--- config.mk ---
export PLATFORM = sky130hd
export DESIGN_NAME = mem_port_arbiter_flat
export DESIGN_NICKNAME = d
export VERILOG_FILES = /design/src/rtl/mem_port_arbiter_pkg.sv /design/src/rtl/mem_port_arbiter_if.sv /design/src/rtl/mem_port_arbiter_tag_pipe.sv /design/src/rtl/mem_port_arbiter.sv /design/src/flat_wrapper.sv
export SDC_FILE = /design/constraint.sdc
export NUM_CORES = 1
export LEC_CHECK = 0
export ABC_AREA = 1
export ABC_CLOCK_PERIOD_IN_PS = 2770
export BUFFER_PORTS_ARGS = -buffer_cell sky130_fd_sc_hd__buf_4
export CAP_MARGIN = 20
export CORE_AREA = 5 5 94 96
export CTS_CLUSTER_SIZE = 25
export DETAILED_ROUTE_END_ITERATION = 6
export DIE_AREA = 0 0 99 101
export RECOVER_POWER = 25
export REMOVE_ABC_BUFFERS = 1
export SLEW_MARGIN = 20
export SYNTH_ARGS = -nofsm -noshare
export SYNTH_HDL_FRONTEND = slang
export SYNTH_HIERARCHICAL = 1
export SYNTH_SLANG_ARGS = --single-unit
--- constraint.sdc ---
create_clock -name Clk -period 2.77 [get_ports Clk]
set_input_delay 0.554 -clock Clk [delete_from_list [all_inputs] [get_ports Clk]]
set_output_delay 0.554 -clock Clk [all_outputs]
set_load 0.01 [all_outputs]
--- src/rtl/mem_port_arbiter_pkg.sv ---
// Shared ToastCore memory-port types: read-response owner and the tag that
// travels alongside each in-flight RAM read.
package RV32I_definitions;

  typedef enum logic {
    OWN_IF = 1'b0,
    OWN_D  = 1'b1
  } mem_owner_t;

  typedef struct packed {
    logic       valid;
    mem_owner_t owner;
  } rd_tag_t;

  // Width of the IF starvation counter; holds STARVE_MAX up to 15.
  localparam int STARVE_W = 4;

  // Drop an IF tag when a flush is active; data tags always survive.
  function automatic rd_tag_t kill_if_tag(rd_tag_t tag, logic flush_if);
    rd_tag_t t;
    t = tag;
    if (flush_if && tag.owner == OWN_IF) t.valid = 1'b0;
    return t;
  endfunction

endpackage

--- src/rtl/mem_port_arbiter_if.sv ---
// Requester and RAM-side signals of the shared memory port. The arbiter takes
// the slave view; the IF/MEM stages plus the RAM together take the master view.
interface mem_port_arbiter_if #(
  parameter int ADDR_W = 10
);
  // Instruction-fetch requester
  logic              if_req;
  logic [31:0]       if_addr;
  logic              if_flush;
  logic              if_gnt;
  logic              if_rvalid;
  logic [31:0]       if_rdata;
  // Data (load/store) requester
  logic              d_req;
  logic              d_we;
  logic [3:0]        d_be;
  logic [31:0]       d_addr;
  logic [31:0]       d_wdata;
  logic              d_gnt;
  logic              d_rvalid;
  logic [31:0]       d_rdata;
  // Single-port synchronous RAM
  logic              mem_en;
  logic [3:0]        mem_we;
  logic [ADDR_W-1:0] mem_addr;
  logic [31:0]       mem_wdata;
  logic [31:0]       mem_rdata;

  modport slave (
    input  if_req, if_addr, if_flush, d_req, d_we, d_be, d_addr, d_wdata, mem_rdata,
    output if_gnt, if_rvalid, if_rdata, d_gnt, d_rvalid, d_rdata,
           mem_en, mem_we, mem_addr, mem_wdata
  );

  modport master (
    output if_req, if_addr, if_flush, d_req, d_we, d_be, d_addr, d_wdata, mem_rdata,
    input  if_gnt, if_rvalid, if_rdata, d_gnt, d_rvalid, d_rdata,
           mem_en, mem_we, mem_addr, mem_wdata
  );
endinterface

--- src/rtl/mem_port_arbiter_tag_pipe.sv ---
// Shift register of {valid, owner} tags matching the RAM read latency, so each
// read response is steered back to whichever requester issued it, in order.
module mem_rd_tag_pipe
  import RV32I_definitions::*;
#(
  parameter int RD_LATENCY = 1
) (
  input  logic       Clk,
  input  logic       Reset_n,
  input  logic       push,
  input  mem_owner_t push_owner,
  input  logic       flush_if,
  output logic       pop_valid,
  output mem_owner_t pop_owner
);

  rd_tag_t [RD_LATENCY-1:0] stage;
  rd_tag_t                  tail;

  // Advance tags one stage per cycle; a flush strips IF tags already in flight
  // while a tag pushed in the flush cycle enters untouched.
  always_ff @(posedge Clk or negedge Reset_n) begin
    if (!Reset_n) begin
      // NOTE: these stages are control state, not bulk storage: every one is
      // reset so no response for a pre-reset read can retire after release.
      stage <= '0;
    end else begin
      stage[0] <= rd_tag_t'{valid: push, owner: push_owner};
      for (int i = 1; i < RD_LATENCY; i++) begin
        stage[i] <= kill_if_tag(stage[i-1], flush_if);
      end
    end
  end

  // The retiring tag is also subject to a flush in its final cycle.
  assign tail      = kill_if_tag(stage[RD_LATENCY-1], flush_if);
  assign pop_valid = tail.valid;
  assign pop_owner = tail.owner;

endmodule

--- src/rtl/mem_port_arbiter.sv ---
// Arbitrates the unified single-port RAM between instruction fetch and the
// MEM-stage load/store port. Data wins unless IF has been denied STARVE_MAX
// cycles in a row; read responses return to their owner via a tag pipe.
module mem_port_arbiter
  import RV32I_definitions::*;
#(
  parameter int ADDR_W     = 10,
  parameter int RD_LATENCY = 1,
  parameter int STARVE_MAX = 3
) (
  input logic               Clk,
  input logic               Reset_n,
  mem_port_arbiter_if.slave bus
);

  localparam logic [STARVE_W-1:0] STARVE_LIM = STARVE_W'(STARVE_MAX);

  logic [STARVE_W-1:0] starve_cnt;
  logic                if_gnt;
  logic                d_gnt;
  logic                rd_push;
  mem_owner_t          push_owner;
  logic                pop_valid;
  mem_owner_t          pop_owner;
  logic                unused_addr_bits;

  // Grant in the request cycle; IF overrides data only once starved, and
  // nothing is granted while reset is asserted.
  always_comb begin
    if_gnt = Reset_n && bus.if_req && (!bus.d_req || starve_cnt == STARVE_LIM);
    d_gnt  = Reset_n && bus.d_req && !if_gnt;
  end

  // Count consecutive IF denials, saturating so the forced IF win stays armed.
  always_ff @(posedge Clk or negedge Reset_n) begin
    // NOTE: sequential state uses non-blocking assignments so every flop
    // samples pre-edge values regardless of block ordering.
    if (!Reset_n)                      starve_cnt <= '0;
    else if (!bus.if_req || if_gnt)    starve_cnt <= '0;
    else if (starve_cnt != STARVE_LIM) starve_cnt <= starve_cnt + 1'b1;
  end

  // Steer the winning request onto the RAM port; idle cycles drive zeros.
  always_comb begin
    // NOTE: defaults first so every path assigns every output and no latch is inferred.
    bus.mem_en    = 1'b0;
    bus.mem_we    = 4'b0000;
    bus.mem_addr  = '0;
    bus.mem_wdata = '0;
    if (d_gnt) begin
      bus.mem_en    = 1'b1;
      bus.mem_we    = bus.d_we ? bus.d_be : 4'b0000;
      bus.mem_addr  = bus.d_addr[ADDR_W+1:2];
      bus.mem_wdata = bus.d_wdata;
    end else if (if_gnt) begin
      bus.mem_en    = 1'b1;
      bus.mem_addr  = bus.if_addr[ADDR_W+1:2];
    end
  end

  // Byte offset and bits above the RAM depth play no part in addressing.
  assign unused_addr_bits = ^{bus.if_addr[31:ADDR_W+2], bus.if_addr[1:0],
                              bus.d_addr[31:ADDR_W+2], bus.d_addr[1:0]};

  assign bus.if_gnt = if_gnt;
  assign bus.d_gnt  = d_gnt;

  // Stores finish at grant; only reads occupy a slot in the tag pipe.
  assign rd_push    = if_gnt || (d_gnt && !bus.d_we);
  assign push_owner = if_gnt ? OWN_IF : OWN_D;

  mem_rd_tag_pipe #(
    .RD_LATENCY (RD_LATENCY)
  ) u_tag_pipe (
    .Clk        (Clk),
    .Reset_n    (Reset_n),
    .push       (rd_push),
    .push_owner (push_owner),
    .flush_if   (bus.if_flush),
    .pop_valid  (pop_valid),
    .pop_owner  (pop_owner)
  );

  // RAM data passes straight through to the owner; the other port reads 0.
  assign bus.if_rvalid = pop_valid && (pop_owner == OWN_IF);
  assign bus.d_rvalid  = pop_valid && (pop_owner == OWN_D);
  assign bus.if_rdata  = bus.if_rvalid ? bus.mem_rdata : 32'h0;
  assign bus.d_rdata   = bus.d_rvalid  ? bus.mem_rdata : 32'h0;

endmodule

--- src/flat_wrapper.sv ---
// flat-port wrapper written by rule: the top's interface ports become plain ports
module mem_port_arbiter_flat import RV32I_definitions::*;
#(
  parameter int ADDR_W     = 10,
  parameter int RD_LATENCY = 1,
  parameter int STARVE_MAX = 3
)
  (Clk, Reset_n, bus_if_req, bus_if_addr, bus_if_flush, bus_d_req, bus_d_we, bus_d_be, bus_d_addr, bus_d_wdata, bus_mem_rdata, bus_if_gnt, bus_if_rvalid, bus_if_rdata, bus_d_gnt, bus_d_rvalid, bus_d_rdata, bus_mem_en, bus_mem_we, bus_mem_addr, bus_mem_wdata);
  mem_port_arbiter_if #(.ADDR_W(ADDR_W)) bus_i ();
  input logic Clk;
  input logic Reset_n;
  input wire logic [$bits(bus_i.if_req)-1:0] bus_if_req;
  input wire logic [$bits(bus_i.if_addr)-1:0] bus_if_addr;
  input wire logic [$bits(bus_i.if_flush)-1:0] bus_if_flush;
  input wire logic [$bits(bus_i.d_req)-1:0] bus_d_req;
  input wire logic [$bits(bus_i.d_we)-1:0] bus_d_we;
  input wire logic [$bits(bus_i.d_be)-1:0] bus_d_be;
  input wire logic [$bits(bus_i.d_addr)-1:0] bus_d_addr;
  input wire logic [$bits(bus_i.d_wdata)-1:0] bus_d_wdata;
  input wire logic [$bits(bus_i.mem_rdata)-1:0] bus_mem_rdata;
  output wire logic [$bits(bus_i.if_gnt)-1:0] bus_if_gnt;
  output wire logic [$bits(bus_i.if_rvalid)-1:0] bus_if_rvalid;
  output wire logic [$bits(bus_i.if_rdata)-1:0] bus_if_rdata;
  output wire logic [$bits(bus_i.d_gnt)-1:0] bus_d_gnt;
  output wire logic [$bits(bus_i.d_rvalid)-1:0] bus_d_rvalid;
  output wire logic [$bits(bus_i.d_rdata)-1:0] bus_d_rdata;
  output wire logic [$bits(bus_i.mem_en)-1:0] bus_mem_en;
  output wire logic [$bits(bus_i.mem_we)-1:0] bus_mem_we;
  output wire logic [$bits(bus_i.mem_addr)-1:0] bus_mem_addr;
  output wire logic [$bits(bus_i.mem_wdata)-1:0] bus_mem_wdata;
  assign bus_i.if_req = bus_if_req;
  assign bus_i.if_addr = bus_if_addr;
  assign bus_i.if_flush = bus_if_flush;
  assign bus_i.d_req = bus_d_req;
  assign bus_i.d_we = bus_d_we;
  assign bus_i.d_be = bus_d_be;
  assign bus_i.d_addr = bus_d_addr;
  assign bus_i.d_wdata = bus_d_wdata;
  assign bus_i.mem_rdata = bus_mem_rdata;
  assign bus_if_gnt = bus_i.if_gnt;
  assign bus_if_rvalid = bus_i.if_rvalid;
  assign bus_if_rdata = bus_i.if_rdata;
  assign bus_d_gnt = bus_i.d_gnt;
  assign bus_d_rvalid = bus_i.d_rvalid;
  assign bus_d_rdata = bus_i.d_rdata;
  assign bus_mem_en = bus_i.mem_en;
  assign bus_mem_we = bus_i.mem_we;
  assign bus_mem_addr = bus_i.mem_addr;
  assign bus_mem_wdata = bus_i.mem_wdata;
  mem_port_arbiter #(.ADDR_W(ADDR_W), .RD_LATENCY(RD_LATENCY), .STARVE_MAX(STARVE_MAX)) u_core (.Clk(Clk), .Reset_n(Reset_n), .bus(bus_i));
endmodule
==> metrics.md <==
| Metric | Value |
|---|---|
| Status | finished, final reports clean |
| GRT Resource Usage Total | 12.0% |
| Max VDD drop | 0.000107 V |
| Latest clock arrival within the worst-skew pair | 0.22 ns |
| Post-DRT Antenna Nets | 0 |
| Cells on worst reg2reg path | 6 |
| Setup TNS | 0 ns |
| ANT cells | 0 |
| Most instantiated library cell after synthesis | nor2_1 |
| Chip height | 101 um |
| CTS buffer count | 3 |
| Final instance area | 2820 um2 |
| Critical path's largest stage delay | 0.40 ns |
| Root buf cell | clkbuf_8 |
| Die ar. | 10000 um2 |
| Maximum clock rate | 403 MHz |
| Global-route wire length before repair | 9.94 mm |
| R2R setup slack | 1.35 ns |
| Initial Util | 15.2% |
| Min Clock Period, post-route | 2.48 ns |
| CTS tree | done |
| Critical Path Stages | 7 |
| RSZ-0062 raised after global routing | false |
| Worst-path cell chain | ha_1 -> nand2_1 -> nand2_2 -> nand2_4 -> nand2_4 -> nor2_1 -> buf_4 |
| Clock transition at path regs | 0.04 ns |
| Clock Tree Buf Depth | 2 |
| Syn Inst Count | 257 |
| Final Hold Viols | 0 |
| Post-DP Area | 2850 um2 |
| Die width | 99 um |
| Crit share post-route | 89.6% |
| Largest net degree at the start of global routing | 38 |
| Hold WC Path Type | in -> async |
| Slowest cell on crit path | dfrtp_1 |
| Crit-path max FO | 37 |
| Vias per inst | 3.88 |
| Syn avg cell area | 4.70 um2 |
| # nets final | 600 |
| MaxCap Viol Count | 0 |
| Yosys top cell by area | nor2_1 |
| Synthesis-to-finish area growth | 133% |
| DRT Wirelength | 6.61 mm |
| RD Place Congestion | 0.821 |
| Crit path buf inv count | 1 |
| Drt initial violations | 28 |
| CP Launch Type | flop |
| Final setup vio count | 0 |
| Max-slew headroom | 38.5% |
| Vias in the first global route | 2145 |
| WHS | 0.140 ns |
| Cell mode on critical path | nand2_4 |
| CP Class | reg -> out |
| Initial antenna violation count | 0 |
| Drc violations | 0 |
| Post-DP HPWL | 5.93 mm |
| Ys Warns | 6 |
| Power per standard cell area | 204 nW/um2 |
| I/O Buffers | 208 |
| Global route total overflow | 0 |
| Num rows | 33 |
| CP required | 2.22 ns |
| First-pass DRT Iterations | 4 |
| Post-CTS Hold Buffers | 0 |
| Top_reg_cell synth | dfrtp_1 |
| Leakage | 1.90 nW |
| CTS resizes | 0 |
| Yosys reg bits | 6 |
| Core area | 7970 um2 |
| CP Data Arrival Time | 1.93 ns |
| List of most frequent post-synthesis cells | nor2_1 (96), inv_1 (76), nand2_1 (36), nand3_1 (11), nor2_2 (10) |
| Register area share after synthesis | 12.4% |
| Number of flops mapped to enable cells by yosys | 0 |
| WL/cell | 11.7 um |
| H-tree levels | 1 |
| Cell Area, Synth | 1210 um2 |
| Clk_skew | 0.000587 ns |
| Worst path top cell family by delay | simple AND/OR/NAND/NOR gates |
| Layout cells sized above 1 | 45.5% |
| CP Capture Type | output pin |
| Area contributors post-synth | nor2_1 (30%), inv_1 (24%), dfrtp_1 (12%) |
| Slew Viols, Final | 0 |
| IO Count | 253 |
| Synth top area share | 29.8% |
| Async SR Flop Fraction | 100% |
| Post-CTS setup buffers | 0 |
| Via Count | 2187 |
| CTS Sinks | 6 |
| Measured slew at the worst slew-check pin | 0.922 ns |
| Netlist cell types | 17 |
==> final cells by class <==
type | count | area [um2]
Fill cell | 888 | 5150
Timing Repair Buffer | 211 | 1520
Multi-Input combinational cell | 163 | 691
Inverter | 76 | 285
Sequential cell | 6 | 150
Tap cell | 105 | 131
Clock buffer | 3 | 41.3
==> per-layer routing <==
metal | vias up | GRT usage, % | share of wire, %
li1 | 1104 | - | -
met1 | 926 | 12.9 | 35
met2 | 151 | 22.2 | 50
met3 | 6 | 4.78 | 15
met4 | 0 | 2.52 | 0.73
met5 | - | 0 | 0
==> cell families (layout without fill, tap and decap cells) <==
| logic type | Yosys count | in the layout | share of synthesized area [%] |
|---|---|---|---|
| AO/OA/AOI/OAI | 3 | 3 | 1.55 |
| XOR/XNOR | 2 | 2 | 1.45 |
| adder cells (fa/ha/maj) | 1 | 1 | 1.04 |
| buffers and inverters | 88 | 290 | 29.9 |
| flip-flops | 6 | 6 | 12.4 |
| AND/OR/NAND/NOR | 157 | 157 | 53.6 |
==> layout by cell type, fill, tap and decap left out, drive strengths merged <==
cell type,instances
clkbuf,21
nand2,40
nand3,11
nor2,106
dfrtp,6
buf,193
o21ai,1
a21oi,2
inv,76
xor2,2
ha,1
==> worst paths after layout <==
path,from,endpoint
setup / recovery,u_core/starve_cnt[0],bus_mem_wdata[5]
hold / removal,Reset_n,u_core/u_tag_pipe/pop_owner
setup reg to reg,u_core/starve_cnt[0],u_core/starve_cnt[2]
hold reg to reg,u_core/starve_cnt[3],u_core/starve_cnt[3]
max in group asynchronous,Reset_n,u_core/starve_cnt[1]
min in group Clk,u_core/starve_cnt[3],u_core/starve_cnt[3]
==> state kept, by name (all words and copies together) (netlist names) <==
name and flops:
u_core/starve_cnt 4, u_core/u_tag_pipe/pop_owner 1, u_core/u_tag_pipe/stage 1
==> power breakdown <==
part	switching (mW)	internal [mW]	total (mW)	leakage [nW]
combinational	0.163	0.179	0.342	1.80
sequential	0.00487	0.0943	0.0992	0.0763
clock	0.0386	0.0934	0.132	0.0216
total	0.206	0.367	0.573	1.90
==> stage by stage <==
stage	setup WS, ns	utilization (%)	cells	total power, mW
floorplan	0.690	-	245	0.233
global placement	0.450	35.7	561	0.456
detailed placement	0.422	35.7	561	0.460
CTS	0.292	36.3	564	0.595
global route	0.111	35.3	564	0.623
finish	0.287	35.3	564	0.573
Power figures use the tool's default switching activity.
